$ cat src/rtl/multipath_spy_seq_trigger_if.sv
// Bus bundle for multipath_spy_seq_trigger: trigger/mask/start controls and observation outputs.
// Master drives stimulus, slave is the spy block.
interface multipath_spy_seq_trigger_if #(
  parameter int unsigned CHANNELS = 4,
  parameter int unsigned CNT_W    = 16
);
  logic                ht_in1;
  logic                ht_in2;
  logic [CHANNELS-1:0] ht_mask;
  logic                start;
  logic                busy;
  logic                done;
  logic                armed;
  logic [CHANNELS-1:0] path_out;
  logic [CHANNELS-1:0] mismatch;
  logic [CNT_W-1:0]    err_cnt;

  modport master (
    output ht_in1, ht_in2, ht_mask, start,
    input  busy, done, armed, path_out, mismatch, err_cnt
  );

  modport slave (
    input  ht_in1, ht_in2, ht_mask, start,
    output busy, done, armed, path_out, mismatch, err_cnt
  );
endinterface

$ cat src/rtl/multipath_spy_seq_trigger.sv
// Multi-channel inverter-chain delay spy with trojan payload and launch/capture self-test FSM.
// Optional macro HT_SEQ_TRIGGER_EN selects the sticky cumulative-count trigger (else live AND trigger).
module multipath_spy_seq_trigger #(
  parameter int unsigned CHANNELS       = 4,
  parameter int unsigned STAGES         = 16,
  parameter int unsigned TRIG_THRESHOLD = 8,
  parameter int unsigned CAPTURE_WAIT   = 2,
  parameter int unsigned CNT_W          = 16
) (
  input  logic clk,
  input  logic rst,
  input  logic Vcc,
  input  logic gnd,
  multipath_spy_seq_trigger_if.slave bus
);

  localparam int unsigned WAIT_W = (CAPTURE_WAIT > 1) ? $clog2(CAPTURE_WAIT) : 1;

  typedef enum logic [2:0] {
    S_IDLE, S_LAUNCH, S_WAIT, S_CAPTURE, S_DONE
  } state_t;

  state_t              state, state_nxt;
  logic                lv, lv_nxt;
  logic [WAIT_W-1:0]   wait_cnt, wait_cnt_nxt;
  logic [CHANNELS-1:0] mismatch_q, mismatch_nxt;
  logic [CNT_W-1:0]    err_q, err_nxt;
  logic                done_q, busy_q;
  logic                armed;
  logic [CHANNELS-1:0] pin;
  logic [CHANNELS-1:0] path_out;

  // Trojan trigger
`ifdef HT_SEQ_TRIGGER_EN
  localparam int unsigned TRIG_W = $clog2(TRIG_THRESHOLD + 1);
  logic [TRIG_W-1:0] trig_cnt;
  logic              armed_q;

  always_ff @(posedge clk) begin
    if (rst) begin
      trig_cnt <= '0;
      armed_q  <= 1'b0;
    end else if (bus.ht_in1 && bus.ht_in2 && trig_cnt != TRIG_W'(TRIG_THRESHOLD)) begin
      trig_cnt <= TRIG_W'(trig_cnt + 1'b1);
      if (trig_cnt == TRIG_W'(TRIG_THRESHOLD - 1)) armed_q <= 1'b1;
    end
  end

  assign armed = armed_q;
`else
  assign armed = bus.ht_in1 & bus.ht_in2;
`endif

  assign pin = {CHANNELS{lv}} ^ ({CHANNELS{armed}} & bus.ht_mask);

  // Purely combinational nand(x,Vcc) chains; nodes kept so synthesis does not collapse them
  (* keep *) logic node [CHANNELS][STAGES+1];

  always_comb begin
    for (int c = 0; c < int'(CHANNELS); c++) begin
      node[c][0] = pin[c] ^ gnd;
      for (int s = 0; s < int'(STAGES); s++) begin
        node[c][s+1] = ~(node[c][s] & Vcc);
      end
      path_out[c] = node[c][STAGES];
    end
  end

  always_ff @(posedge clk) begin
    if (rst) begin
      state      <= S_IDLE;
      lv         <= 1'b0;
      wait_cnt   <= '0;
      mismatch_q <= '0;
      err_q      <= '0;
      done_q     <= 1'b0;
      busy_q     <= 1'b0;
    end else begin
      state      <= state_nxt;
      lv         <= lv_nxt;
      wait_cnt   <= wait_cnt_nxt;
      mismatch_q <= mismatch_nxt;
      err_q      <= err_nxt;
      done_q     <= (state == S_DONE);
      busy_q     <= (state_nxt != S_IDLE);
    end
  end

  always_comb begin
    state_nxt    = state;
    lv_nxt       = lv;
    wait_cnt_nxt = wait_cnt;
    mismatch_nxt = mismatch_q;
    err_nxt      = err_q;
    case (state)
      S_IDLE: begin
        if (bus.start) state_nxt = S_LAUNCH;
      end
      S_LAUNCH: begin
        lv_nxt       = ~lv;
        wait_cnt_nxt = '0;
        state_nxt    = S_WAIT;
      end
      S_WAIT: begin
        if (wait_cnt == WAIT_W'(CAPTURE_WAIT - 1)) state_nxt = S_CAPTURE;
        else wait_cnt_nxt = WAIT_W'(wait_cnt + 1'b1);
      end
      S_CAPTURE: begin
        mismatch_nxt = path_out ^ {CHANNELS{lv}};
        if (|mismatch_nxt && !(&err_q)) err_nxt = err_q + CNT_W'(1);
        state_nxt = S_DONE;
      end
      S_DONE: begin
        state_nxt = S_IDLE;
      end
      default: begin
        state_nxt = S_IDLE;
      end
    endcase
  end

  assign bus.busy     = busy_q;
  assign bus.done     = done_q;
  assign bus.armed    = armed;
  assign bus.path_out = path_out;
  assign bus.mismatch = mismatch_q;
  assign bus.err_cnt  = err_q;

endmodule

$ cat src/flat_wrapper.sv
// flat-port wrapper written by rule: the top's interface ports become plain ports
module multipath_spy_seq_trigger_flat 
#(
  parameter int unsigned CHANNELS       = 4,
  parameter int unsigned STAGES         = 16,
  parameter int unsigned TRIG_THRESHOLD = 8,
  parameter int unsigned CAPTURE_WAIT   = 2,
  parameter int unsigned CNT_W          = 16
)
  (clk, rst, Vcc, gnd, bus_ht_in1, bus_ht_in2, bus_ht_mask, bus_start, bus_busy, bus_done, bus_armed, bus_path_out, bus_mismatch, bus_err_cnt);
  multipath_spy_seq_trigger_if #(.CHANNELS(CHANNELS), .CNT_W(CNT_W)) bus_i ();
  input  logic clk;
  input  logic rst;
  input  logic Vcc;
  input  logic gnd;
  input wire logic [$bits(bus_i.ht_in1)-1:0] bus_ht_in1;
  input wire logic [$bits(bus_i.ht_in2)-1:0] bus_ht_in2;
  input wire logic [$bits(bus_i.ht_mask)-1:0] bus_ht_mask;
  input wire logic [$bits(bus_i.start)-1:0] bus_start;
  output wire logic [$bits(bus_i.busy)-1:0] bus_busy;
  output wire logic [$bits(bus_i.done)-1:0] bus_done;
  output wire logic [$bits(bus_i.armed)-1:0] bus_armed;
  output wire logic [$bits(bus_i.path_out)-1:0] bus_path_out;
  output wire logic [$bits(bus_i.mismatch)-1:0] bus_mismatch;
  output wire logic [$bits(bus_i.err_cnt)-1:0] bus_err_cnt;
  assign bus_i.ht_in1 = bus_ht_in1;
  assign bus_i.ht_in2 = bus_ht_in2;
  assign bus_i.ht_mask = bus_ht_mask;
  assign bus_i.start = bus_start;
  assign bus_busy = bus_i.busy;
  assign bus_done = bus_i.done;
  assign bus_armed = bus_i.armed;
  assign bus_path_out = bus_i.path_out;
  assign bus_mismatch = bus_i.mismatch;
  assign bus_err_cnt = bus_i.err_cnt;
  multipath_spy_seq_trigger #(.CHANNELS(CHANNELS), .STAGES(STAGES), .TRIG_THRESHOLD(TRIG_THRESHOLD), .CAPTURE_WAIT(CAPTURE_WAIT), .CNT_W(CNT_W)) u_core (.clk(clk), .rst(rst), .Vcc(Vcc), .gnd(gnd), .bus(bus_i));
endmodule
$ cat config.mk
export PLATFORM = sky130hd
export DESIGN_NAME = multipath_spy_seq_trigger_flat
export DESIGN_NICKNAME = d
export VERILOG_FILES = /design/src/rtl/multipath_spy_seq_trigger_if.sv /design/src/rtl/multipath_spy_seq_trigger.sv /design/src/flat_wrapper.sv
export SDC_FILE = /design/constraint.sdc
export NUM_CORES = 1
export LEC_CHECK = 0
export CAP_MARGIN = 25
export CORE_ASPECT_RATIO = 1.4
export CORE_UTILIZATION = 50
export CTS_CLUSTER_DIAMETER = 50
export DETAILED_ROUTE_END_ITERATION = 16
export PLACE_DENSITY = 0.8
export SYNTH_ARGS = -nofsm -noshare
export SYNTH_HDL_FRONTEND = slang
export SYNTH_SLANG_ARGS = --single-unit
$ cat constraint.sdc
create_clock -name clk -period 2.3 [get_ports clk]
set_input_delay 0.345 -clock clk [delete_from_list [all_inputs] [get_ports clk]]
set_output_delay 0.345 -clock clk [all_outputs]
set_load 0.01 [all_outputs]
==> impl_metrics.env, run 1 <==
export IMPL_grt_pass1_wl_um=5580
export IMPL_core_area_um2=2880
export IMPL_reg2reg_from="u_core.bus.err_cnt[3]"
export IMPL_dp_hpwl_um=2540
export IMPL_route_vias_total=1434
export IMPL_place_ws_ns=-0.266
export IMPL_num_io_pins=38
export IMPL_synth_cells=178
export IMPL_regArea_um2=541
export IMPL_worst_r2r_endpoint="u_core.bus.err_cnt[1]"
export IMPL_grtUsageTotal_pct=21.6
export IMPL_fill_cells=209
export IMPL_drive_gt1_share_pct=13.5
export IMPL_worst_slack_ns=0.119
export IMPL_p_leak_uw=0.000720
export IMPL_fmax_mhz=459
export IMPL_routedWlPerCell_um=13.1
export IMPL_startpoint="bus_ht_in1"
export IMPL_critPathTopFamily="simple AND/OR/NAND/NOR gates"
export IMPL_start_util_pct=53.3
export IMPL_dr_pass1_iters=4
export IMPL_clk_latency_ns=0.27
export IMPL_status="complete, no violations"
export IMPL_cp_depth=7
export IMPL_wirelength_um=3400
export IMPL_cp_slowest_cell="or4_1"
export IMPL_drv_slew=0
export IMPL_yosysWarnings=0
export IMPL_powerDensity_nw_per_um2=470
export IMPL_worstSetupEndpoint="u_core.bus.err_cnt[4]"
export IMPL_avgSynthCellArea_um2=8.62
export IMPL_cts_tree="built"
export IMPL_crit_path_max_fanout=10
export IMPL_drt_initial_drc_count=26
export IMPL_finalNetCount=236
export IMPL_crit_arrival_ns=2.40
export IMPL_fin_crit_sh_pct=94.8
export IMPL_cts_buffers=3
export IMPL_area_delta_synth_final_pct=33.1
export IMPL_post_drt_via_cell_ratio=5.52
export IMPL_path_buf_inv=1
export IMPL_cp_slowest_stage_delay_ns=0.55
export IMPL_cts_htree_levels=1
export IMPL_critPathKind="in -> reg"
export IMPL_grt_max_degree=21
export IMPL_crit_chain="clkdlybuf4s50_1, and2_1, o21ai_1, o31ai_4, nand4_2, or4_1, nand2_1"
export IMPL_skew_ns=0.00558
export IMPL_holdBufCountCts=0
export IMPL_hold_path_startpoint="u_core.bus.mismatch[1]"
export IMPL_power_uw=961
export IMPL_ant_nets=0
export IMPL_tightest_slew_ns=0.548
export IMPL_gp_congestion=0.752
export IMPL_maxCapViolations=0
export IMPL_io_buffer_count=37
export IMPL_multi_input_area_um2=893
export IMPL_antenna_cells=0
export IMPL_setup_violations_final=0
export IMPL_path_clk_slew_ns=0.09
export IMPL_ff2ff_path_depth=7
export IMPL_die_x_um=48.8
export IMPL_worstHoldPathCells=2
export IMPL_drc_errors=0
export IMPL_endpoint_kind="register"
export IMPL_synth_area_um2=1540
export IMPL_regToRegSetupSlack_ns=0.16
export IMPL_fin_crit_ns=2.18
export IMPL_clock_sinks=27
export IMPL_post_cts_setup_buffers=0
export IMPL_grt_overflow_total=0
export IMPL_finalHoldViolations=0
export IMPL_cts_root_buf="clkbuf_8"
export IMPL_critPathLaunchType="input pin"
export IMPL_fp_dieArea_um2=3300
export IMPL_grt_pass1_vias=1333
export IMPL_antenna_found_initial=0
export IMPL_hp_class="reg -> reg"
export IMPL_required_ns=2.52
export IMPL_die_h_um=67.6
export IMPL_relSlewSlack_pct=63.4
export IMPL_ir_drop_v=0.000423
export IMPL_clockBufferDepth=2
export IMPL_synth_fp_nets=190
export IMPL_std_cell_rows=23
[how the worst min path moves through the flow]
stage | slack [ns] | end
final | 0.45 | u_core.bus.mismatch[1]
after global routing | 0.49 | u_core.bus.mismatch[1]
after CTS | 0.45 | u_core.bus.mismatch[1]
after detailed placement | 0.44 | u_core.bus.mismatch[1]
after global placement | 0.44 | u_core.bus.mismatch[2]
after floorplan | 0.47 | u_core.wait_cnt
[worst min-delay path, cell delays in order (launching register included)]
cell and delay, ns:
dfxtp_1 0.31, nand2_1 0.05, a21oi_1 0.05
[through the flow]
stage / std cells / setup TNS (ns) / instance area [um2] / util (%) / hold WS (ns)
floorplan: 178 / 0 / 1540 / - / 0.467
global placement: 255 / -1.81 / 1980 / 69.0 / 0.439
detailed placement: 255 / -2.98 / 1980 / 69.0 / 0.444
CTS: 259 / 0 / 2030 / 70.4 / 0.454
global route: 260 / -0.00466 / 2040 / 71.0 / 0.495
finish: 260 / 0 / 2040 / 71.0 / 0.452
[what timing repair did]
| item | 4_1_cts | 5_1_grt |
|---|---|---|
| pin swaps | 0 | 2 |
| cloned | 0 | 1 |
| hold endpoints to repair | 0 | 0 |
| endpoints found under the setup margin | 4 | 6 |
| resized for setup | 3 | 2 |
[area by class of cell]
cell class,instances,share of cell area (%)
Multi-Input combinational cell,134,43.7
Timing Repair Buffer,55,24.8
Inverter,3,0.551
Sequential cell,27,26.5
Clock buffer,4,2.20
Tap cell,37,2.27
[state kept, by name, summed over array words and instances (netlist names)]
name                 count
u_core.bus.err_cnt      16
u_core.bus.mismatch      4
u_core.state             3
u_core.bus.busy          1
u_core.bus.done          1
u_core.lv                1
u_core.wait_cnt          1
[where the power goes]
part,leakage [uW],internal [uW],switching (uW)
sequential,0.000218,480,14.7
combinational,0.000478,113,93.5
clock,0.0000228,124,136
[metal layers]
layer,share of wire (%),track usage (%),vias to the layer above,wire length (um)
li1,-,-,719,-
met1,40,22.4,658,1370
met2,53,42.7,49,1800
met3,4.2,3.38,8,143
met4,2.6,9.19,0,88
met5,0,0,-,0
[cells in the final DEF, fill, tap and decap left out, types with 6 or more instances in the layout]
cell type	n
a21oi_1	12
buf_4	18
clkdlybuf4s50_1	32
dfxtp_1	27
nand2_1	20
nand3_1	11
nand4_1	6
nor2_1	11
nor3_1	7
o31ai_1	7
or4_1	10
xor2_1	8
Note: power is estimated with default switching activity, not from simulation.
==> run 2: changes to the inputs <==
- ABC_AREA: default -> 1
- CORE_UTILIZATION: 50 -> 53
- CTS_CLUSTER_DIAMETER: 50 -> 60
- PLACE_DENSITY: 0.8 -> 0.83
==> run 2 against run 1 <==
  * Flip-flop and latch count stayed put
  * Count of clock-buffer cells in the layout is 1 lower
  * Final cell count increased by 12%
  * Wire length up 1.2%
  * Total power shrank 5.7%
  * Critical path type is now in -> out
  * Register-to-register slack better by 0.25 ns
  * Largest power group unchanged
  * Global-route usage rose by 0.87 points
  * Largest cell class unchanged
==> impl_metrics.env, run 2 <==
export IMPL_fin_crit_sh_pct=92.6
export IMPL_final_core_util_pct=70.8
export IMPL_fp_dieArea_um2=3380
export IMPL_grt_busiest_layer="met2"
export IMPL_hp_class="reg -> reg"
export IMPL_fill_cells=259
export IMPL_finalHoldViolations=0
export IMPL_post_drt_via_cell_ratio=5.21
export IMPL_ant_nets=0
export IMPL_holdPathEnd="u_core.wait_cnt"
export IMPL_drive_gt1_share_pct=18.6
export IMPL_placed_cell_area_um2=2030
export IMPL_path_clk_slew_ns=0.09
export IMPL_drc_errors=0
export IMPL_status="complete, no violations"
export IMPL_cts_buffers=3
export IMPL_dp_hpwl_um=2590
export IMPL_final_common_cell="clkdlybuf4s50_1"
export IMPL_use_met2_pct=43.0
export IMPL_setup_violations_final=0
export IMPL_largest_register_ffs=16
export IMPL_tns_ns=0
export IMPL_gp_congestion=0.860
export IMPL_cts_htree_levels=1
export IMPL_synth_area_um2=1670
export IMPL_grt_max_degree=19
export IMPL_maxCapViolations=0
export IMPL_holdBufCountCts=0
export IMPL_avgSynthCellArea_um2=7.56
export IMPL_antenna_found_initial=0
export IMPL_area_delta_synth_final_pct=24.3
export IMPL_core_area_um2=2940
export IMPL_drt_initial_drc_count=37
export IMPL_rsz0062_at_grt="false"
export IMPL_drv_slew=0
export IMPL_globalRouteMet3Util_pct=2.00
export IMPL_synth_fp_nets=233
export IMPL_fin_area_um2=2080
export IMPL_hold_ws_ns=0.468
export IMPL_yosysWarnings=0
export IMPL_ff2ff_path_depth=7
export IMPL_grt_pass1_vias=1403
export IMPL_cts_resized=0
export IMPL_worstHoldPathCells=2
export IMPL_die_x_um=49.4
export IMPL_relSlewSlack_pct=56.3
export IMPL_cts_root_buf="clkbuf_8"
export IMPL_tightest_slew_ns=0.654
export IMPL_post_cts_setup_buffers=0
export IMPL_grtUsageTotal_pct=22.4
export IMPL_antenna_cells=0
export IMPL_grt_pass1_wl_um=5920
export IMPL_clockBufferDepth=2
export IMPL_required_ns=1.96
export IMPL_ir_drop_v=0.000339
export IMPL_p_leak_uw=0.000846
export IMPL_start_util_pct=56.9
export IMPL_fmax_mhz=470
export IMPL_io_buffer_count=37
export IMPL_critPathLaunchType="input pin"
export IMPL_finalNetCount=266
export IMPL_dr_pass1_iters=6
export IMPL_crit_arrival_ns=1.78
export IMPL_critPathKind="in -> out"
export IMPL_grt_overflow_total=0
export IMPL_skew_ns=0.00274
export IMPL_routedWlPerCell_um=11.9
export IMPL_fin_crit_ns=2.13
export IMPL_cts_tree="built"
export IMPL_std_cell_rows=23
export IMPL_endpoint_kind="output port"
export IMPL_hold_path_startpoint="u_core.wait_cnt"
export IMPL_powerDensity_nw_per_um2=436
export IMPL_worst_r2r_endpoint="u_core.bus.err_cnt[5]"
export IMPL_crit_path_max_fanout=5
export IMPL_wirelength_um=3440
export IMPL_route_vias_total=1512
export IMPL_reg2reg_from="u_core.state[0]"
export IMPL_regToRegSetupSlack_ns=0.41
export IMPL_final_cell_mix="37 x clkdlybuf4s50_1, 36 x nand3_1, 27 x dfxtp_1"
export IMPL_synth_cells=221
export IMPL_clock_sinks=27
export IMPL_num_io_pins=38
export IMPL_met1_usage_pct=25.5
export IMPL_die_h_um=68.4
export IMPL_clk_latency_ns=0.27
==> run 2: metrics by stage <==
stage | instances | setup WS (ns) | total power, uW
after floorplan | 221 | 0.553 | 604
after global placement | 286 | 0.187 | 649
after detailed placement | 286 | 0.165 | 651
after CTS | 290 | 0.161 | 911
after global routing | 290 | 0.0889 | 941
final | 290 | 0.171 | 906
==> run 2: area by class of cell <==
type	instances	area (um2)	area share, %
clock buffers	3	41.3	1.99
clock inverters	1	5.00	0.241
inverters	24	90.1	4.34
multi-input cells	157	953	45.9
flip-flops and latches	27	541	26.0
well taps	37	46.3	2.23
repair buffers	41	400	19.3
==> run 2: worst max-delay path: stages <==
cell	delay, ns
clkdlybuf4s50_1	0.54
nand3_1	0.13
inv_1	0.09
nand2_2	0.07
nand3_1	0.07
clkdlybuf4s50_1	0.54
==> run 2: worst max path at each step <==
stage	start	end	slack (ns)	cells past startpoint
6_report	bus_ht_in1	bus_path_out[3]	0.17	6
5_1_grt	bus_ht_in1	bus_path_out[2]	0.09	6
4_1_cts	bus_ht_in1	bus_path_out[3]	0.16	6
3_5_place_dp	gnd	bus_path_out[3]	0.16	6
3_3_place_gp	gnd	bus_path_out[3]	0.19	6
2_1_floorplan	u_core.bus.err_cnt[0]	u_core.bus.err_cnt[0]	0.55	7
==> run 2: layer usage <==
metal | part of all wire [%] | wire, um
met3 | 1.7 | 60
met2 | 54 | 1850
met4 | 1.3 | 46
met5 | 0 | 0
met1 | 43 | 1490
==> run 2: report_power, final <==
| group | internal (uW) | leakage, uW | total [uW] | switching, uW |
|---|---|---|---|---|
| logic | 65.4 | 0.000602 | 153 | 87.8 |
| clock network | 121 | 0.0000255 | 267 | 145 |
| registers | 477 | 0.000219 | 486 | 8.85 |
| total | 664 | 0.000846 | 906 | 242 |
==> run 3: changes to the inputs <==
- GPL_TIMING_DRIVEN: default -> 0
==> run 3 against run 2 <==
  * Final cell count grew 2.4%
  * Die area stayed put
  * Clock power grew 4%
  * Design area rose by 2.6%
  * Count of clock-buffer cells in the layout unchanged
  * Largest cell class unchanged
  * Largest power group unchanged
==> impl_metrics.env, run 3 (synthesis gave the netlist of run 2 again) <==
export IMPL_drv_slew=0
export IMPL_critPathTopFamily="buffers and inverters"
export IMPL_start_util_pct=56.9
export IMPL_crit_path_max_fanout=5
export IMPL_ant_nets=0
export IMPL_grt_busiest_layer="met2"
export IMPL_tightest_slew_ns=0.608
export IMPL_fp_dieArea_um2=3380
export IMPL_worst_r2r_endpoint="u_core.bus.err_cnt[14]"
export IMPL_antenna_cells=0
export IMPL_cp_slowest_cell="clkdlybuf4s50_1"
export IMPL_drt_initial_drc_count=41
export IMPL_dp_hpwl_um=2670
export IMPL_largest_register_ffs=16
export IMPL_clk_latency_ns=0.28
export IMPL_reg2reg_from="u_core.bus.err_cnt[1]"
export IMPL_antenna_found_initial=0
export IMPL_clock_sinks=27
export IMPL_die_h_um=68.4
export IMPL_critPathLaunchType="input pin"
export IMPL_fin_cells=297
export IMPL_dr_pass1_iters=4
export IMPL_cts_tree="built"
export IMPL_startpoint="gnd"
export IMPL_route_vias_total=1605
export IMPL_final_common_cell="nand3_1"
export IMPL_post_cts_setup_buffers=0
export IMPL_drc_errors=0
export IMPL_required_ns=1.96
export IMPL_fin_crit_ns=2.21
export IMPL_hp_class="in -> reg"
export IMPL_wirelength_um=3580
export IMPL_grt_overflow_total=0
export IMPL_path_buf_inv=3
export IMPL_grt_pass1_wl_um=5840
export IMPL_regToRegSetupSlack_ns=0.34
export IMPL_p_leak_uw=0.000885
export IMPL_placed_cell_area_um2=2070
export IMPL_final_cell_mix="34 x nand3_1, 33 x clkdlybuf4s50_1, 27 x dfxtp_1"
export IMPL_use_met2_pct=43.5
export IMPL_maxCapViolations=0
export IMPL_ir_drop_v=0.000342
export IMPL_num_io_pins=38
export IMPL_gp_congestion=0.868
export IMPL_cts_buffers=3
export IMPL_grt_pass1_vias=1445
export IMPL_path_clk_slew_ns=0.10
export IMPL_rsz0062_at_grt="false"
export IMPL_relSlewSlack_pct=59.5
export IMPL_worstSetupEndpoint="bus_path_out[3]"
export IMPL_critPathKind="in -> out"
export IMPL_core_area_um2=2940
export IMPL_fmax_mhz=453
export IMPL_drive_gt1_share_pct=20.4
export IMPL_dp_cells=293
export IMPL_routedWlPerCell_um=12.1
export IMPL_io_buffer_count=35
export IMPL_die_x_um=49.4
export IMPL_tns_ns=0
export IMPL_setup_violations_final=0
export IMPL_clockBufferDepth=2
export IMPL_met1_usage_pct=23.0
export IMPL_cts_htree_levels=1
export IMPL_fin_area_um2=2130
export IMPL_cp_slowest_stage_delay_ns=0.52
export IMPL_endpoint_kind="output port"
export IMPL_cp_depth=7
export IMPL_grtUsageTotal_pct=22.6
export IMPL_crit_arrival_ns=1.86
export IMPL_ff2ff_path_depth=8
export IMPL_crit_chain="clkdlybuf4s50_1, nand2_2, nand2_4, nand2_2, nand3_1, buf_4, clkdlybuf4s50_1"
export IMPL_final_core_util_pct=72.6
export IMPL_post_drt_via_cell_ratio=5.40
export IMPL_fin_crit_sh_pct=95.9
export IMPL_finalHoldViolations=0
export IMPL_std_cell_rows=23
export IMPL_finalNetCount=273
export IMPL_cts_root_buf="clkbuf_8"
export IMPL_area_delta_synth_final_pct=27.6
export IMPL_powerDensity_nw_per_um2=435
export IMPL_globalRouteMet3Util_pct=2.89
export IMPL_grt_max_degree=17
export IMPL_status="complete, no violations"
export IMPL_skew_ns=0.0100
==> run 3: changes by cell type in the layout (fill, tap and decap cells not counted), sizes merged <==
cell | previous run | this run
buf | 4 | 9
clkbuf | 3 | 7
clkdlybuf4s50 | 37 | 33
clkinv | 1 | 0
clkinvlp | 0 | 1
dlymetal6s2s | 0 | 2
==> run 3: report_power, final <==
group / switching [uW] / internal (uW) / leakage (uW)
combinational: 92.9 / 71.9 / 0.000645
clock: 154 / 123 / 0.0000217
sequential: 9.16 / 477 / 0.000219
total: 256 / 672 / 0.000885
==> run 3: worst min-delay path by stage <==
stage                               start              end  slack [ns]  cells after the start
after floorplan           u_core.wait_cnt  u_core.wait_cnt        0.44                      2
after global placement    u_core.wait_cnt  u_core.wait_cnt        0.46                      2
after detailed placement  u_core.wait_cnt  u_core.wait_cnt        0.48                      2
after CTS                             rst  u_core.state[0]        0.45                      2
after global routing                  rst  u_core.state[0]        0.48                      2
final                                 rst  u_core.state[0]        0.45                      2
==> run 3: through the flow <==
step / setup slack [ns] / power [uW] / hold WS, ns
2_1_floorplan: 0.553 / 604 / 0.442
3_3_place_gp: 0.0874 / 657 / 0.455
3_5_place_dp: 0.0883 / 660 / 0.476
4_1_cts: 0.0812 / 935 / 0.450
5_1_grt: 0.0229 / 971 / 0.476
6_report: 0.0949 / 928 / 0.451
==> run 3: repair_timing <==
action,4_1_cts,5_1_grt
resized for setup,0,4
hold buffers,0,0
setup endpoints to repair,0,1
==> run 3: final cells by class <==
| cell class | instances | area (um2) |
|---|---|---|
| multi-input cells | 157 | 963 |
| inverters | 24 | 90.1 |
| plain buffers | 13 | 86.3 |
| repair buffers | 35 | 355 |
| clock buffers | 3 | 41.3 |
| flip-flops and latches | 27 | 541 |
| fillers | 258 | 805 |
| well taps | 37 | 46.3 |
| clock inverters | 1 | 7.51 |
==> run 3: routing by layer <==
layer	wire length, um	part of all wire, %
met1	1460	41
met3	102	2.8
met5	0	0
met2	1960	55
met4	66	1.8
